[config.mk]
export PLATFORM = sky130hd
export DESIGN_NAME = e203_itcm_arbt_ctrl
export DESIGN_NICKNAME = d
export VERILOG_FILES = /design/src/rtl/e203_itcm_arbt_ctrl.sv
export SDC_FILE = /design/constraint.sdc
export NUM_CORES = 1
export LEC_CHECK = 0
export ABC_AREA = 1
export BUFFER_PORTS_ARGS = -buffer_cell sky130_fd_sc_hd__buf_4
export CORE_AREA = 2 2 150 152
export CTS_BUF_LIST = sky130_fd_sc_hd__clkbuf_8
export CTS_CLUSTER_DIAMETER = 30
export DETAILED_ROUTE_END_ITERATION = 10
export DIE_AREA = 0 0 152 154
export PLACE_DENSITY = 0.52
export REMOVE_ABC_BUFFERS = 1
export SLEW_MARGIN = 30
export SYNTH_ARGS = -nofsm -noshare
export SYNTH_HDL_FRONTEND = slang
export SYNTH_SLANG_ARGS = --single-unit
[constraint.sdc]
create_clock -name clk -period 4 [get_ports clk]
set_clock_uncertainty 0.2 [all_clocks]
set_input_delay 0.2 -clock clk [delete_from_list [all_inputs] [get_ports clk]]
set_output_delay 0.2 -clock clk [all_outputs]
set_load 0.01 [all_outputs]
[src/rtl/e203_itcm_arbt_ctrl.sv]
// ITCM arbiter: shares one single-port SRAM between IFU fetches and LSU loads/stores.
// LSU has priority. After IFU loses STARVE_MAX contested grants in a row, IFU wins
// the next one. The SRAM enters light sleep after LS_IDLE idle cycles.
//
// Ports:
//   clk, rst           clock, asynchronous active-high reset
//   cfg_ls_en          enables automatic light sleep
//   ifu_cmd_*          IFU read request (valid/ready, word address)
//   ifu_rsp_*          IFU read response (valid/ready, data)
//   lsu_cmd_*          LSU request (valid/ready, read flag, address, write data, byte mask)
//   lsu_rsp_*          LSU response (valid/ready; data is 0 for writes)
//   ram_*              SRAM pins: cs/we/addr/wem/din out, dout in (1-cycle latency), ls out
module e203_itcm_arbt_ctrl #(
  parameter int unsigned AW         = 13,
  parameter int unsigned DW         = 64,
  parameter int unsigned MW         = 8,
  parameter int unsigned STARVE_MAX = 4,
  parameter int unsigned LS_IDLE    = 16
) (
  input  logic          clk,
  input  logic          rst,
  input  logic          cfg_ls_en,
  input  logic          ifu_cmd_valid,
  output logic          ifu_cmd_ready,
  input  logic [AW-1:0] ifu_cmd_addr,
  output logic          ifu_rsp_valid,
  input  logic          ifu_rsp_ready,
  output logic [DW-1:0] ifu_rsp_rdata,
  input  logic          lsu_cmd_valid,
  output logic          lsu_cmd_ready,
  input  logic          lsu_cmd_read,
  input  logic [AW-1:0] lsu_cmd_addr,
  input  logic [DW-1:0] lsu_cmd_wdata,
  input  logic [MW-1:0] lsu_cmd_wmask,
  output logic          lsu_rsp_valid,
  input  logic          lsu_rsp_ready,
  output logic [DW-1:0] lsu_rsp_rdata,
  output logic          ram_cs,
  output logic          ram_we,
  output logic [AW-1:0] ram_addr,
  output logic [MW-1:0] ram_wem,
  output logic [DW-1:0] ram_din,
  input  logic [DW-1:0] ram_dout,
  output logic          ram_ls
);

  localparam int unsigned IW = $clog2(LS_IDLE + 1);
  localparam int unsigned SW = $clog2(STARVE_MAX + 1);

  typedef enum logic [1:0] {StIdle, StRsp, StSleep} state_e;

  state_e        state_q, state_d;
  logic          owner_lsu_q, owner_lsu_d;  // 1: response belongs to LSU
  logic          wr_q, wr_d;                // 1: response is for an LSU write
  logic          first_q, first_d;          // first response cycle, data comes from ram_dout
  logic [DW-1:0] hold_q, hold_d;
  logic [SW-1:0] starve_q, starve_d;
  logic [IW-1:0] idle_q, idle_d;

  logic          any_valid;
  logic          owner_rsp_ready;
  logic          accept;
  logic          starved;
  logic          grant_ifu;
  logic          grant_lsu;
  logic          fire;
  logic          in_rsp;
  logic [DW-1:0] rsp_data;

  always_comb begin
    any_valid       = ifu_cmd_valid | lsu_cmd_valid;
    ram_ls          = (state_q == StSleep);
    in_rsp          = (state_q == StRsp);
    owner_rsp_ready = owner_lsu_q ? lsu_rsp_ready : ifu_rsp_ready;
    // Reset gates accept so no ready leaks out while rst is held.
    accept          = ~rst & ~ram_ls &
                      ((state_q == StIdle) | (in_rsp & owner_rsp_ready));
    starved         = (starve_q == SW'(STARVE_MAX));
    grant_ifu       = ifu_cmd_valid & (~lsu_cmd_valid | starved);
    grant_lsu       = lsu_cmd_valid & ~grant_ifu;
    fire            = accept & any_valid;

    ifu_cmd_ready   = accept & grant_ifu;
    lsu_cmd_ready   = accept & grant_lsu;

    ram_cs          = fire;
    ram_we          = fire & grant_lsu & ~lsu_cmd_read;
    ram_wem         = ram_we ? lsu_cmd_wmask : '0;
    ram_addr        = '0;
    if (fire) begin
      ram_addr = grant_ifu ? ifu_cmd_addr : lsu_cmd_addr;
    end
    ram_din         = (fire & grant_lsu) ? lsu_cmd_wdata : '0;

    // First response cycle passes SRAM data straight through; later cycles replay the hold copy.
    rsp_data        = first_q ? (wr_q ? '0 : ram_dout) : hold_q;
    ifu_rsp_valid   = in_rsp & ~owner_lsu_q;
    lsu_rsp_valid   = in_rsp & owner_lsu_q;
    ifu_rsp_rdata   = ifu_rsp_valid ? rsp_data : '0;
    lsu_rsp_rdata   = lsu_rsp_valid ? rsp_data : '0;
  end

  always_comb begin
    state_d     = state_q;
    owner_lsu_d = owner_lsu_q;
    wr_d        = wr_q;
    first_d     = fire;
    hold_d      = first_q ? rsp_data : hold_q;
    starve_d    = starve_q;
    idle_d      = idle_q;

    if (fire) begin
      owner_lsu_d = grant_lsu;
      wr_d        = grant_lsu & ~lsu_cmd_read;
    end

    if (fire & grant_ifu) begin
      starve_d = '0;
    end else if (fire & grant_lsu & ifu_cmd_valid & ~starved) begin
      starve_d = starve_q + 1'b1;
    end

    if (any_valid | ~cfg_ls_en) begin
      idle_d = '0;
    end else if ((state_q == StIdle) && (idle_q != IW'(LS_IDLE))) begin
      idle_d = idle_q + 1'b1;
    end

    unique case (state_q)
      StIdle: begin
        if (fire) begin
          state_d = StRsp;
        end else if (idle_d == IW'(LS_IDLE)) begin
          state_d = StSleep;
        end
      end
      StRsp: begin
        if (owner_rsp_ready) begin
          state_d = fire ? StRsp : StIdle;
        end
      end
      StSleep: begin
        // Wake costs one cycle: no grant while ram_ls is still high.
        if (any_valid | ~cfg_ls_en) begin
          state_d = StIdle;
        end
      end
      default: state_d = StIdle;
    endcase
  end

  always_ff @(posedge clk or posedge rst) begin
    if (rst) begin
      state_q     <= StIdle;
      owner_lsu_q <= 1'b0;
      wr_q        <= 1'b0;
      first_q     <= 1'b0;
      hold_q      <= '0;
      starve_q    <= '0;
      idle_q      <= '0;
    end else begin
      state_q     <= state_d;
      owner_lsu_q <= owner_lsu_d;
      wr_q        <= wr_d;
      first_q     <= first_d;
      hold_q      <= hold_d;
      starve_q    <= starve_d;
      idle_q      <= idle_d;
    end
  end

endmodule

==> results.py <==
metrics = {
    "run_status": {
        "status": "completed",
    },
    "yosys": {
        "syn_area_per_cell_um2": 6.82,
        "synth_ff_type": "dfrtp_1",
        "synth.distinct_cells": 25,
        "synth_cells": 785,
        "synth_top_family_by_area": "simple AND/OR/NAND/NOR gates",
        "synthXorXnorAreaFrac_pct": 0.164,
        "synth.area.top_cells": "dfrtp_1 36%, inv_1 20%, nor2_1 11%",
        "synth_warnings": 0,
        "muxShareOfSynthArea_pct": 0,
        "yosysMostFrequentCell": "inv_1",
        "async_reset_ff_share_pct": 100,
        "synthTopCellsByCount": "289 x inv_1, 160 x nor2_1, 77 x dfrtp_1",
        "synth_top_area_share_pct": 36.0,
        "synthAdderAreaFrac_pct": 0.935,
        "yosys.area_share.simple_pct": 28.1,
        "synth_compound_area_share_pct": 9.65,
        "synth_edf_count": 0,
        "synth-seq-cells": 77,
        "synth_top_area_cell": "dfrtp_1",
        "syn-cell-area_um2": 5350,
        "seq_area_frac_synth_pct": 36.0,
    },
    "cts": {
        "cts_sinks": 77,
        "cts.htree.levels": 3,
        "cts_buffers": 9,
        "post_cts_buffers": 0,
        "path_clk_slew_ps": 80,
        "cts_root_buf": "clkbuf_8",
        "clkLatencyLatePin_ps": 360,
        "cts_max_path_buffers": 2,
        "cts_tree": "yes",
    },
    "setup_path": {
        "start_kind": "flop",
        "cp_slowest_stage_delay_ps": 390,
        "crit_top_cell": "nand2_1",
        "crit_arrival_ps": 2630,
        "worst_setup_path_end_kind": "output pin",
        "cp_slowest_cell": "dfrtp_1",
        "critical_path_class": "reg2out",
        "worstRegToRegCells": 11,
        "cp_num_buf_inv": 5,
        "cpLargestDelayFamily": "buffers and inverters",
        "required_ps": 3600,
        "cp_num_cells": 11,
        "cp_cell_sequence": "inv_1, ha_1, nand2_1, nand2_1, nand2_2, inv_2, nor3_4, inv_4, buf_12, nor2_1, buf_4",
        "path_max_fanout": 33,
    },
    "placed_design": {
        "hpwlAfterDp_mm": 15.9,
        "portBuffers": 389,
        "gp_congestion": 0.840,
        "postPlaceCellArea_um2": 8460,
    },
    "routing": {
        "ant_nets": 0,
        "routed_wl_mm": 20.6,
        "vias": 5969,
        "route.detailed.drc": 0,
        "via_per_inst": 3.96,
        "routedWlPerCell_um": 13.7,
        "drtIter0Drc": 217,
        "drt_pre_antenna_iters": 4,
    },
    "worst_hold_path": {
        "min_path_type": "in2reg",
        "holdPathStages": 6,
    },
    "pwr": {
        "combPwrFrac_pct": 49.7,
        "switchingPower_mw": 1.28,
        "power_density_nw_per_um2": 346,
        "p_sw_share_pct": 39.7,
        "intPower_mw": 1.95,
        "power_leakage_nw": 5.38,
        "peakVddDrop_uv": 144,
        "clkPwrFrac_pct": 18.2,
        "seqPwrFrac_pct": 32.1,
    },
    "sta": {
        "fmax_mhz": 330,
        "hold_viol": 0,
        "setup_violations": 0,
        "finalCritPeriodShare_pct": 75.9,
        "fin_crit_ps": 3030,
        "report.final.slew_viol_count": 0,
        "slew_headroom_pct": 48.6,
        "tightest_slew_ps": 771,
        "rsz0062_at_grt": "no",
        "setup_tns_ps": 0,
    },
    "floorplan": {
        "initial_core_util_pct": 24.7,
        "rows": 54,
        "core_area_um2": 21700,
        "ios": 390,
        "die_w_um": 152,
        "die-area_um2": 23400,
        "die_y_um": 154,
    },
    "global_route": {
        "grt_antenna_before_repair": 0,
        "grt_pass1_vias": 6114,
        "grt.total_usage_pct": 16.9,
        "grt_first_pass_wirelength_mm": 32.0,
        "grt-ovfl-total": 0,
        "grt_max_degree": 65,
    },
    "cells_and_area": {
        "syn_to_final_growth_pct": 74.1,
        "drive_gt1_share_pct": 38.8,
        "insertedDiodeCount": 0,
        "nets": 1398,
        "fin_area_um2": 9320,
    },
    "run": {
        "maxCapViolCount": 0,
    },
}
==> registers in the layout (all words and copies together) (netlist names) <==
register / flops
hold_q: 64
idle_q: 5
starve_q: 3
state_q: 2
first_q: 1
owner_lsu_q: 1
wr_q: 1
==> power groups by stage <==
| stage | Clock, mW | Combinational (mW) | Sequential [mW] |
|---|---|---|---|
| global placement | 0 | 1.55 | 1.05 |
| detailed placement | 0 | 1.56 | 1.05 |
| CTS | 0.620 | 1.62 | 1.04 |
| finish | 0.587 | 1.60 | 1.04 |
| floorplan | 0 | 0.829 | 1.06 |
| global route | 0.649 | 1.78 | 1.06 |
==> cell type report <==
| class | instances | area [um2] |
|---|---|---|
| fill | 2295 | 12400 |
| timing repair buffer | 463 | 3660 |
| multi-input combinational | 378 | 2080 |
| sequential | 77 | 1930 |
| inverter | 295 | 1110 |
| tap | 280 | 350 |
| clock buffer | 9 | 124 |
| clock inverter | 6 | 63.8 |
==> path summary, 6_finish.rpt <==
check	from	end	slack, ps
worst min-delay path	ifu_rsp_ready	state_q[0]	30
max in group asynchronous	rst	hold_q[15]	2450
worst max register to register	starve_q[0]	wr_q	1680
worst min register to register	hold_q[45]	hold_q[45]	330
worst max-delay path	starve_q[0]	ram_din[5]	970
min in group asynchronous	rst	owner_lsu_q	310
==> layer usage <==
metal / GRT usage (%) / vias up / part of all wire (%)
met5: 0 / - / 0
met2: 30.6 / 192 / 52
met1: 19.8 / 2671 / 40
li1: - / 3085 / -
met4: 4.27 / 0 / 1.5
met3: 4.65 / 21 / 6.2
==> cells by family (layout without fill, tap and decap cells) <==
logic type               count (synthesis)  count (layout)
AO/OA/AOI/OAI                           86              86
XOR/XNOR                                 1               1
adder cells (fa/ha/maj)                  4               4
buffers and inverters                  330             773
flip-flops                              77              77
AND/OR/NAND/NOR                        287             287
==> worst reg2reg max path, cell delays in order, from the launching register on <==
cell and delay, ps:
dfrtp_1 390, inv_1 90, ha_1 150, nand2_1 60
nand2_1 70, nand2_2 170, inv_2 270, nor3_4 80
inv_4 350, nor2_2 100, inv_2 160, o21ai_0 100
==> layout by cell type, fill, tap and decap left out <==
cell	Yosys	final
buf_4	0	395
inv_1	289	288
nor2_1	160	160
dfrtp_1	77	76
dlygate4sd3_1	0	67
o22ai_1	64	64
nand2_1	54	53
nor2_4	50	50
a21oi_1	16	16
nand3_1	11	11
clkbuf_8	0	9
inv_2	6	5
nand2_2	3	4
o21ai_0	4	4
ha_1	4	4
nand4_1	3	3
nor2_2	2	2
inv_4	0	2
clkinv_2	0	2
clkinvlp_4	0	2
o21ai_2	1	1
nand3b_1	1	1
nor3_1	1	1
nor3_4	1	1
xor2_1	1	1
o21bai_1	1	1
and2_1	1	1
inv_6	0	1
bufinv_16	0	1
dfrtp_2	0	1
buf_12	5	1
==> metrics by stage <==
stage	setup WS, ps	std cells	util, %	power, mW	hold WS [ps]
2_1_floorplan	467	750	-	1.88	158
3_3_place_gp	1390	1426	39.0	2.60	252
3_5_place_dp	1340	1426	39.0	2.62	250
4_1_cts	920	1508	43.0	3.28	0.311
5_1_grt	712	1508	43.0	3.49	44.3
6_report	966	1508	43.0	3.23	32.2
==> repair_timing <==
item	CTS	global route
setup endpoints to repair	0	0
hold buffers	67	0
gates resized for setup	0	0
endpoints found under the hold margin	116	0
(Power assumes the default switching activity.)
